`config.mk`:
```
export PLATFORM = sky130hd
export DESIGN_NAME = uart_tx_arbiter
export DESIGN_NICKNAME = d
export VERILOG_FILES = /design/src/rtl/uart_tx_arbiter.sv
export SDC_FILE = /design/constraint.sdc
export NUM_CORES = 1
export LEC_CHECK = 0
export ABC_AREA = 0
export CAP_MARGIN = 20
export CORE_AREA = 3 3 73 75
export DETAILED_ROUTE_END_ITERATION = 7
export DIE_AREA = 0 0 76 78
export PLACE_DENSITY_LB_ADDON = 0.25
export SETUP_SLACK_MARGIN = 0.05
export SLEW_MARGIN = 5
export SYNTH_ARGS = -nofsm -noshare
export SYNTH_HDL_FRONTEND = slang
export SYNTH_SLANG_ARGS = --single-unit
```
`constraint.sdc`:
```
create_clock -name clk -period 5.29 [get_ports clk]
set_input_delay 1.058 -clock clk [delete_from_list [all_inputs] [get_ports clk]]
set_output_delay 1.058 -clock clk [all_outputs]
set_load 0.02 [all_outputs]
```
`src/rtl/uart_tx_arbiter.sv`:
```
// rtl/uart_tx_arbiter.sv - round-robin arbiter feeding an 8N1 UART serializer
`timescale 1ns/1ps

module uart_tx_arbiter #(
   parameter  int NREQ         = 4,
   parameter  int CLKS_PER_BIT = 868,
   localparam int GW           = (NREQ > 1) ? $clog2(NREQ) : 1
) (
   input  logic              clk,
   input  logic              rst_n,
   input  logic [NREQ-1:0]   req_valid,
   input  logic [8*NREQ-1:0] req_data,
   output logic [NREQ-1:0]   req_ready,
   output logic              uart_tx,
   output logic              busy,
   output logic [GW-1:0]     grant_id
);

   localparam int            BW        = $clog2(CLKS_PER_BIT);
   localparam logic [BW-1:0] BAUD_LAST = BW'(CLKS_PER_BIT - 1);

   typedef enum logic [1:0] {S_IDLE, S_START, S_DATA, S_STOP} state_t;

   state_t        r_state, w_state_nxt;
   logic [BW-1:0] r_baud, w_baud_nxt;
   logic [2:0]    r_bit, w_bit_nxt;
   logic [7:0]    r_shift, w_shift_nxt;
   logic [GW-1:0] r_ptr, w_ptr_nxt;
   logic [GW-1:0] r_grant, w_grant_nxt;
   logic          r_tx, w_tx_nxt;
   logic          r_busy, w_busy_nxt;

   logic [7:0]      w_bytes [NREQ];
   logic [GW-1:0]   w_idx;
   logic [GW-1:0]   w_winner;
   logic            w_found;
   logic            w_baud_end;
   logic [NREQ-1:0] w_ready;

   for (genvar g = 0; g < NREQ; g++) begin : g_lane
      assign w_bytes[g] = req_data[8*g +: 8];
   end

   // Scan downward so the lowest offset from r_ptr is the last (winning) assignment.
   always_comb begin
      w_found  = 1'b0;
      w_winner = '0;
      w_idx    = '0;
      for (int k = NREQ - 1; k >= 0; k--) begin
         w_idx = GW'((int'(r_ptr) + k) % NREQ);
         if (req_valid[w_idx]) begin
            w_found  = 1'b1;
            w_winner = w_idx;
         end
      end
   end

   assign w_baud_end = (r_baud == BAUD_LAST);

   always_comb begin
      w_state_nxt = r_state;
      w_baud_nxt  = r_baud;
      w_bit_nxt   = r_bit;
      w_shift_nxt = r_shift;
      w_ptr_nxt   = r_ptr;
      w_grant_nxt = r_grant;
      w_ready     = '0;
      case (r_state)
         S_IDLE: begin
            if (w_found && rst_n) begin
               w_ready[w_winner] = 1'b1;
               w_shift_nxt       = w_bytes[w_winner];
               w_grant_nxt       = w_winner;
               w_ptr_nxt         = GW'((int'(w_winner) + 1) % NREQ);
               w_baud_nxt        = '0;
               w_state_nxt       = S_START;
            end
         end
         S_START: begin
            if (w_baud_end) begin
               w_baud_nxt  = '0;
               w_bit_nxt   = 3'd0;
               w_state_nxt = S_DATA;
            end else begin
               w_baud_nxt = r_baud + 1'b1;
            end
         end
         S_DATA: begin
            if (w_baud_end) begin
               w_baud_nxt = '0;
               if (r_bit == 3'd7) begin
                  w_bit_nxt   = 3'd0;
                  w_state_nxt = S_STOP;
               end else begin
                  w_bit_nxt   = r_bit + 3'd1;
                  w_shift_nxt = {1'b0, r_shift[7:1]};
               end
            end else begin
               w_baud_nxt = r_baud + 1'b1;
            end
         end
         S_STOP: begin
            if (w_baud_end) begin
               w_baud_nxt  = '0;
               w_state_nxt = S_IDLE;
            end else begin
               w_baud_nxt = r_baud + 1'b1;
            end
         end
         default: w_state_nxt = S_IDLE;
      endcase
   end

   // Line value is derived from the next state so uart_tx stays a pure register output.
   always_comb begin
      w_tx_nxt   = 1'b1;
      w_busy_nxt = (w_state_nxt != S_IDLE);
      case (w_state_nxt)
         S_START: w_tx_nxt = 1'b0;
         S_DATA:  w_tx_nxt = w_shift_nxt[0];
         default: w_tx_nxt = 1'b1;
      endcase
   end

   always_ff @(posedge clk or negedge rst_n) begin
      if (!rst_n) begin
         r_state <= S_IDLE;
         r_baud  <= '0;
         r_bit   <= '0;
         r_shift <= '0;
         r_ptr   <= '0;
         r_grant <= '0;
         r_tx    <= 1'b1;
         r_busy  <= 1'b0;
      end else begin
         r_state <= w_state_nxt;
         r_baud  <= w_baud_nxt;
         r_bit   <= w_bit_nxt;
         r_shift <= w_shift_nxt;
         r_ptr   <= w_ptr_nxt;
         r_grant <= w_grant_nxt;
         r_tx    <= w_tx_nxt;
         r_busy  <= w_busy_nxt;
      end
   end

   assign req_ready = w_ready;
   assign uart_tx   = r_tx;
   assign busy      = r_busy;
   assign grant_id  = r_grant;

endmodule

```
* Word level (Yosys, flattened, before mapping)
Index checks and enable logic that the tools add are counted.
** Operators by class
- Equal/unequal tests :: 11
- Mux-type cells :: 41
- Reduce and logical (&&, ||, !) cells :: 10
- Order comparisons :: 7
- Add/sub/neg operators :: 6
- Bitwise operators :: 1
** Operator list (count)
- 2-to-1 mux 8 bit :: 5
- 2-to-1 mux 10 bit :: 2
- case mux 10 bit (2 select lines) :: 1
- 2-to-1 mux 2 bit :: 9
- binary-select mux 8 bit (select 2 bit) :: 1
- case mux 8 bit (2 select lines) :: 1
- less-than comparator 2 x 3 -> 1 bit, second input constant :: 5
- adder 10 x 1 -> 10 bit, second input constant :: 1
- equality test 10 bit, second input constant :: 1
- 2-to-1 mux 1 bit :: 9
- 2-to-1 mux 3 bit :: 3
- binary-select mux 1 bit (select 2 bit) :: 4
- 2-to-1 mux 4 bit :: 2
- inequality test 2 bit, second input constant :: 4
- case mux 2 bit (4 select lines) :: 1
- equality test 2 bit, second input constant :: 3
- case mux 3 bit (2 select lines) :: 1
- nonzero test 2 bit :: 3
- adder 2 x 1 -> 2 bit, second input constant :: 2
- adder 2 bit, second input constant :: 2
- equality test 2 x 1 -> 1 bit, second input constant :: 2
- AND reduction 4 bit :: 1
- adder 3 x 1 -> 3 bit, second input constant :: 1
- equality test 3 bit, second input constant :: 1
- 10 further kinds :: 11
** Word-level totals
- Register bits :: 29

* Logic depth before layout (Yosys ltp)
Gate-level depths: netlist of run 1.
- Word-level depth :: 14
- Gate-level depth with buffers :: 8
- Depth with buffers taken out :: 7

* Least setup slack after synthesis of run 1
Ideal clock, no wire load.
- Path kind :: input-to-output
- From :: input port req_valid[0]
- To :: output port req_ready[1]
- Stages on the path :: 7
- Setup slack :: 1.729 ns
- Arrival time :: 2.503 ns
- Path through :: or3b_2 > o221ai_1 > buf_2 > buf_2 > inv_1 > ha_1 > and2_1
** Between the ends
- Word-level cells in the longest chain between the ends :: 12
- Elaborated cells on any way between the ends :: 24
- Those cells by class :: order compare (2); mux (20); reduce/logical (2)
** Ends and longest elaborated chain
- from (decl) :: line 11 : input logic [NREQ-1:0] req_valid,
- binary-select mux 1 bit (select 2 bit) :: line 51 : if (req_valid[w_idx]) begin
- 2-to-1 mux 1 bit (not written as such) :: line 51
- 2-to-1 mux 2 bit (3 in series) :: line 51
- 2-to-1 mux 2 bit * :: line 51
- via w_winner[0] :: line 35 : logic [GW-1:0] w_winner;
- less-than comparator 2 x 3 -> 1 bit (not written as such) or greater-or-equal comparator 2 x 1 -> 1 bit (tied branches) :: line 71 : w_ready[w_winner] = 1'b1;
- logical AND 1 bit (not written as such) :: line 71
- 2-to-1 mux 1 bit (not written as such) :: line 71
- demux 1 bit (select 2 bit) * :: line 71
- 2-to-1 mux 4 bit * :: line 70 : if (w_found && rst_n) begin
- 2-to-1 mux 4 bit * :: line 68 : case (r_state)
- to (decl) :: line 13 : output logic [NREQ-1:0] req_ready,
Mark *: on every way through the listed nets, which the timed path passes. The rest lies on a longest branch. The select of a mux whose other input is x is not followed.

* Final worst setup path of run 1
- From :: input port req_valid[0]
- To :: output port req_ready[3]
** Between the ends
- Word-level cells in the longest chain between the ends :: 12
- Elaborated cells on any way between the ends :: 24
- Those cells by class :: order compare (2); mux (20); reduce/logical (2)
** Ends and longest elaborated chain (line)
- binary-select mux 1 bit (select 2 bit) :: 51
- 2-to-1 mux 1 bit (not written as such) :: 51
- 2-to-1 mux 2 bit (4 in series) :: 51
- less-than comparator 2 x 3 -> 1 bit (not written as such) or greater-or-equal comparator 2 x 1 -> 1 bit (tied branches) :: 71
- logical AND 1 bit (not written as such) :: 71
- 2-to-1 mux 1 bit (not written as such) :: 71
- demux 1 bit (select 2 bit) :: 71
- 2-to-1 mux 4 bit * :: 70
- 2-to-1 mux 4 bit * :: 68
Every way passes the cells marked *; elsewhere a longest branch is shown, timed or not. The select of a mux whose other input is x is not followed.

==> flow_summary.yaml, run 1 <==
die:
  core_area_um2: 4720
  initial_core_util_pct: 41.4
  rows: 25
  ios: 46
  die_h_um: 78
  die-area_um2: 5930
  die_w_um: 76
setup_path:
  end_kind: "primary output"
  worst-r2r-cell-count: 4
  slowest_delay_ps: 800
  r2r-end: "r_shift[6]"
  r2r-start: "r_state[0]"
  crit_fanout: 18
  reg2reg_slack_ps: 2720
  arrival_ps: 3500
  critPathSlowestCell: "nor2_1"
  critPathLaunchType: "primary input"
  critPathKind: "in -> out"
  required_ps: 4230
  cp_cell_sequence: "clkdlybuf4s50_1 -> o41ai_1 -> buf_4 -> nor2_1 -> and2_1 -> clkdlybuf4s50_1"
  worstPathBufferInverterCount: 3
  crit_top_cell: "clkdlybuf4s50_1"
  crit_family: "buffers and inverters"
clocking:
  clk_path_buf_depth: 2
  clk_pin_slew_worst_paths_ps: 60
  cts_setup_buffers: 0
  cts_root_buf: "clkbuf_8"
  cts_tree: "built"
  numCtsBuffers: 5
  numClockSinks: 29
  h-tree-depth: 2
  postCtsResizedCells: 0
  clk_latency_ps: 280
  hold_buffers: 0
route:
  routed_wl_mm: 4.39
  viasPerCell: 5.39
  post-route-drc-count: 0
  ant_nets: 0
  wl_per_cell_um: 13.8
  vias: 1719
  drtIter0Drc: 114
  first_pass_iters: 4
synthesis:
  ys_types: 53
  synth_warnings: 0
  synth_most_common_cell: "dfrtp_1"
  synth-seq-cells: 29
  synthAdderAreaFrac_pct: 4.48
  synthSimpleGateAreaFrac_pct: 23.4
  yosysTopAreaCellShare_pct: 35.8
  synth_edf_count: 0
  synth_area_um2: 1960
  avgSynthCellArea_um2: 9.50
  synth_cells: 206
  synth_flop_cell: "dfrtp_1"
  synth_area_leaders: "dfrtp_1, mux2i_1, mux2_2, ha_1, a21oi_1"
  synth_compound_area_share_pct: 20.8
  synth_common_cells: "dfrtp_1, nand2_1, a21oi_1, o21ai_0, mux2i_1"
  ys_async_sr_fraction_pct: 100
  synthXorXnorAreaFrac_pct: 0.895
  yosysTopAreaCell: "dfrtp_1"
  seq_area_frac_synth_pct: 37.1
  muxShareOfSynthArea_pct: 9.72
  syn_nets: 251
  synth_top_family_by_area: "simple AND/OR/NAND/NOR gates"
timing:
  hold_viol_final: 0
  fin_crit_sh_pct: 86.1
  worstMarginPinSlew_ps: 1050
  finClkSkew_ps: 7.68
  setup_tns_ps: 0
  fmax_mhz: 219
  drv_slew: 0
  rsz0062_at_grt: "no"
  min_period_ps: 4560
  hold_ws_ps: 485
  setup_viol: 0
  worst_slack_ps: 733
  slew_headroom_pct: 29.5
worst_hold_path:
  min_from: "grant_id[0]"
  min_path_type: "reg -> reg"
  whs_endpoint: "grant_id[0]"
  hold_path_depth: 1
global_route:
  antenna_found_initial: 0
  grt_pass1_wl_mm: 7.62
  met3_usage_pct: 4.06
  grt_busiest_layer: "met2"
  met1_usage_pct: 21.0
  grt_overflow_total: 0
  grt_max_degree: 30
  grt_usage_pct: 15.6
  grtUsageMet2_pct: 24.4
  grt_pass1_vias: 1631
finish:
  synthToLayoutAreaGrowth_pct: 30.9
  nets: 296
  instances_no_fill: 319
  antenna_cells: 0
  drive_gt1_share_pct: 11.5
power_and_ir_drop:
  powerDensity_nw_per_um2: 281
  vdd_drop_max_v: 0.000163
  p_leak_uw: 0.00103
placement:
  placedCellCount: 311
  dp_slack_ps: 718
  io_buffers: 45
  gp_congestion: 0.768
  hpwl_mm: 3.21
flow_run:
  drv_cap: 0
outcome:
  outcome: "complete, no violations"
-- how the worst max path moves through the flow --
stage,start,end,slack [ps],depth (start not counted)
global route,req_valid[0],req_ready[2],560,6
global placement,req_valid[3],req_ready[1],770,6
floorplan,req_valid[0],req_ready[1],1730,7
detailed placement,req_valid[0],req_ready[2],720,6
finish,req_valid[0],req_ready[3],730,6
CTS,req_valid[0],req_ready[2],720,6
-- per-stage QoR --
stage / cell area (um^2) / util (%) / power, uW
2_1_floorplan: 1960 / - / 472
3_3_place_gp: 2470 / 52.3 / 532
3_5_place_dp: 2470 / 52.3 / 536
4_1_cts: 2560 / 54.3 / 726
5_1_grt: 2560 / 54.3 / 771
6_report: 2560 / 54.3 / 721
-- power breakdown --
part	internal [uW]	leakage (uW)	switching, uW
combinational	106	0.000631	84.0
sequential	271	0.000357	72.5
clock	106	0.0000455	81.7
-- layer usage --
metal  wire length (um)  vias to the layer above
met3                235                        4
li1                   -                      867
met2               2020                       48
met5                  0                        -
met1               2090                      800
met4                 51                        0
-- placed cells by master (no fill, tap or decap), types with 6 or more instances in the layout --
cell	count
o211ai_1	6
clkbuf_8	6
nor2_1	9
a21oi_1	15
ha_1	7
clkdlybuf4s50_1	45
nor3b_1	6
nand3_1	9
o21ai_0	14
dfrtp_1	28
nand2_1	19
mux2i_1	10
mux2_2	8
-- logic make-up (layout without fill, tap and decap cells) --
group / count (synthesis) / after routing
mux: 18 / 18
simple gates: 73 / 73
compound gates: 61 / 61
buf+inv: 16 / 62
xor+xnor: 2 / 2
flops: 29 / 29
fa+ha+maj: 7 / 7
-- worst reg2reg max path, delay by kind of cell (launching register included) --
kind	cells	cell delay (ps)
AO/OA/AOI/OAI	1	270
flip-flops	1	580
AND/OR/NAND/NOR	3	1630
-- cell type report --
cell class / instances / area (um^2)
flip-flops and latches: 29 / 727
repair buffers: 48 / 473
inverters: 6 / 22.5
clock buffers: 8 / 90.1
well taps: 67 / 83.8
fillers: 430 / 2160
multi-input cells: 161 / 1170
-- registers in the layout, summed over array words and instances, names as in the netlist --
signal    count
busy          1
r_ptr         2
uart_tx       1
grant_id      2
r_shift       8
r_bit         3
r_baud       10
r_state       2
Power figures use the tool's default switching activity.
==> run 2: changes to the inputs <==
Settings changed: CTS_CLUSTER_DIAMETER set to 50, SKIP_LAST_GASP set to 1.
==> results of run 2 <==
Same layout as run 1: the final DEF is identical, and so are final timing and power.
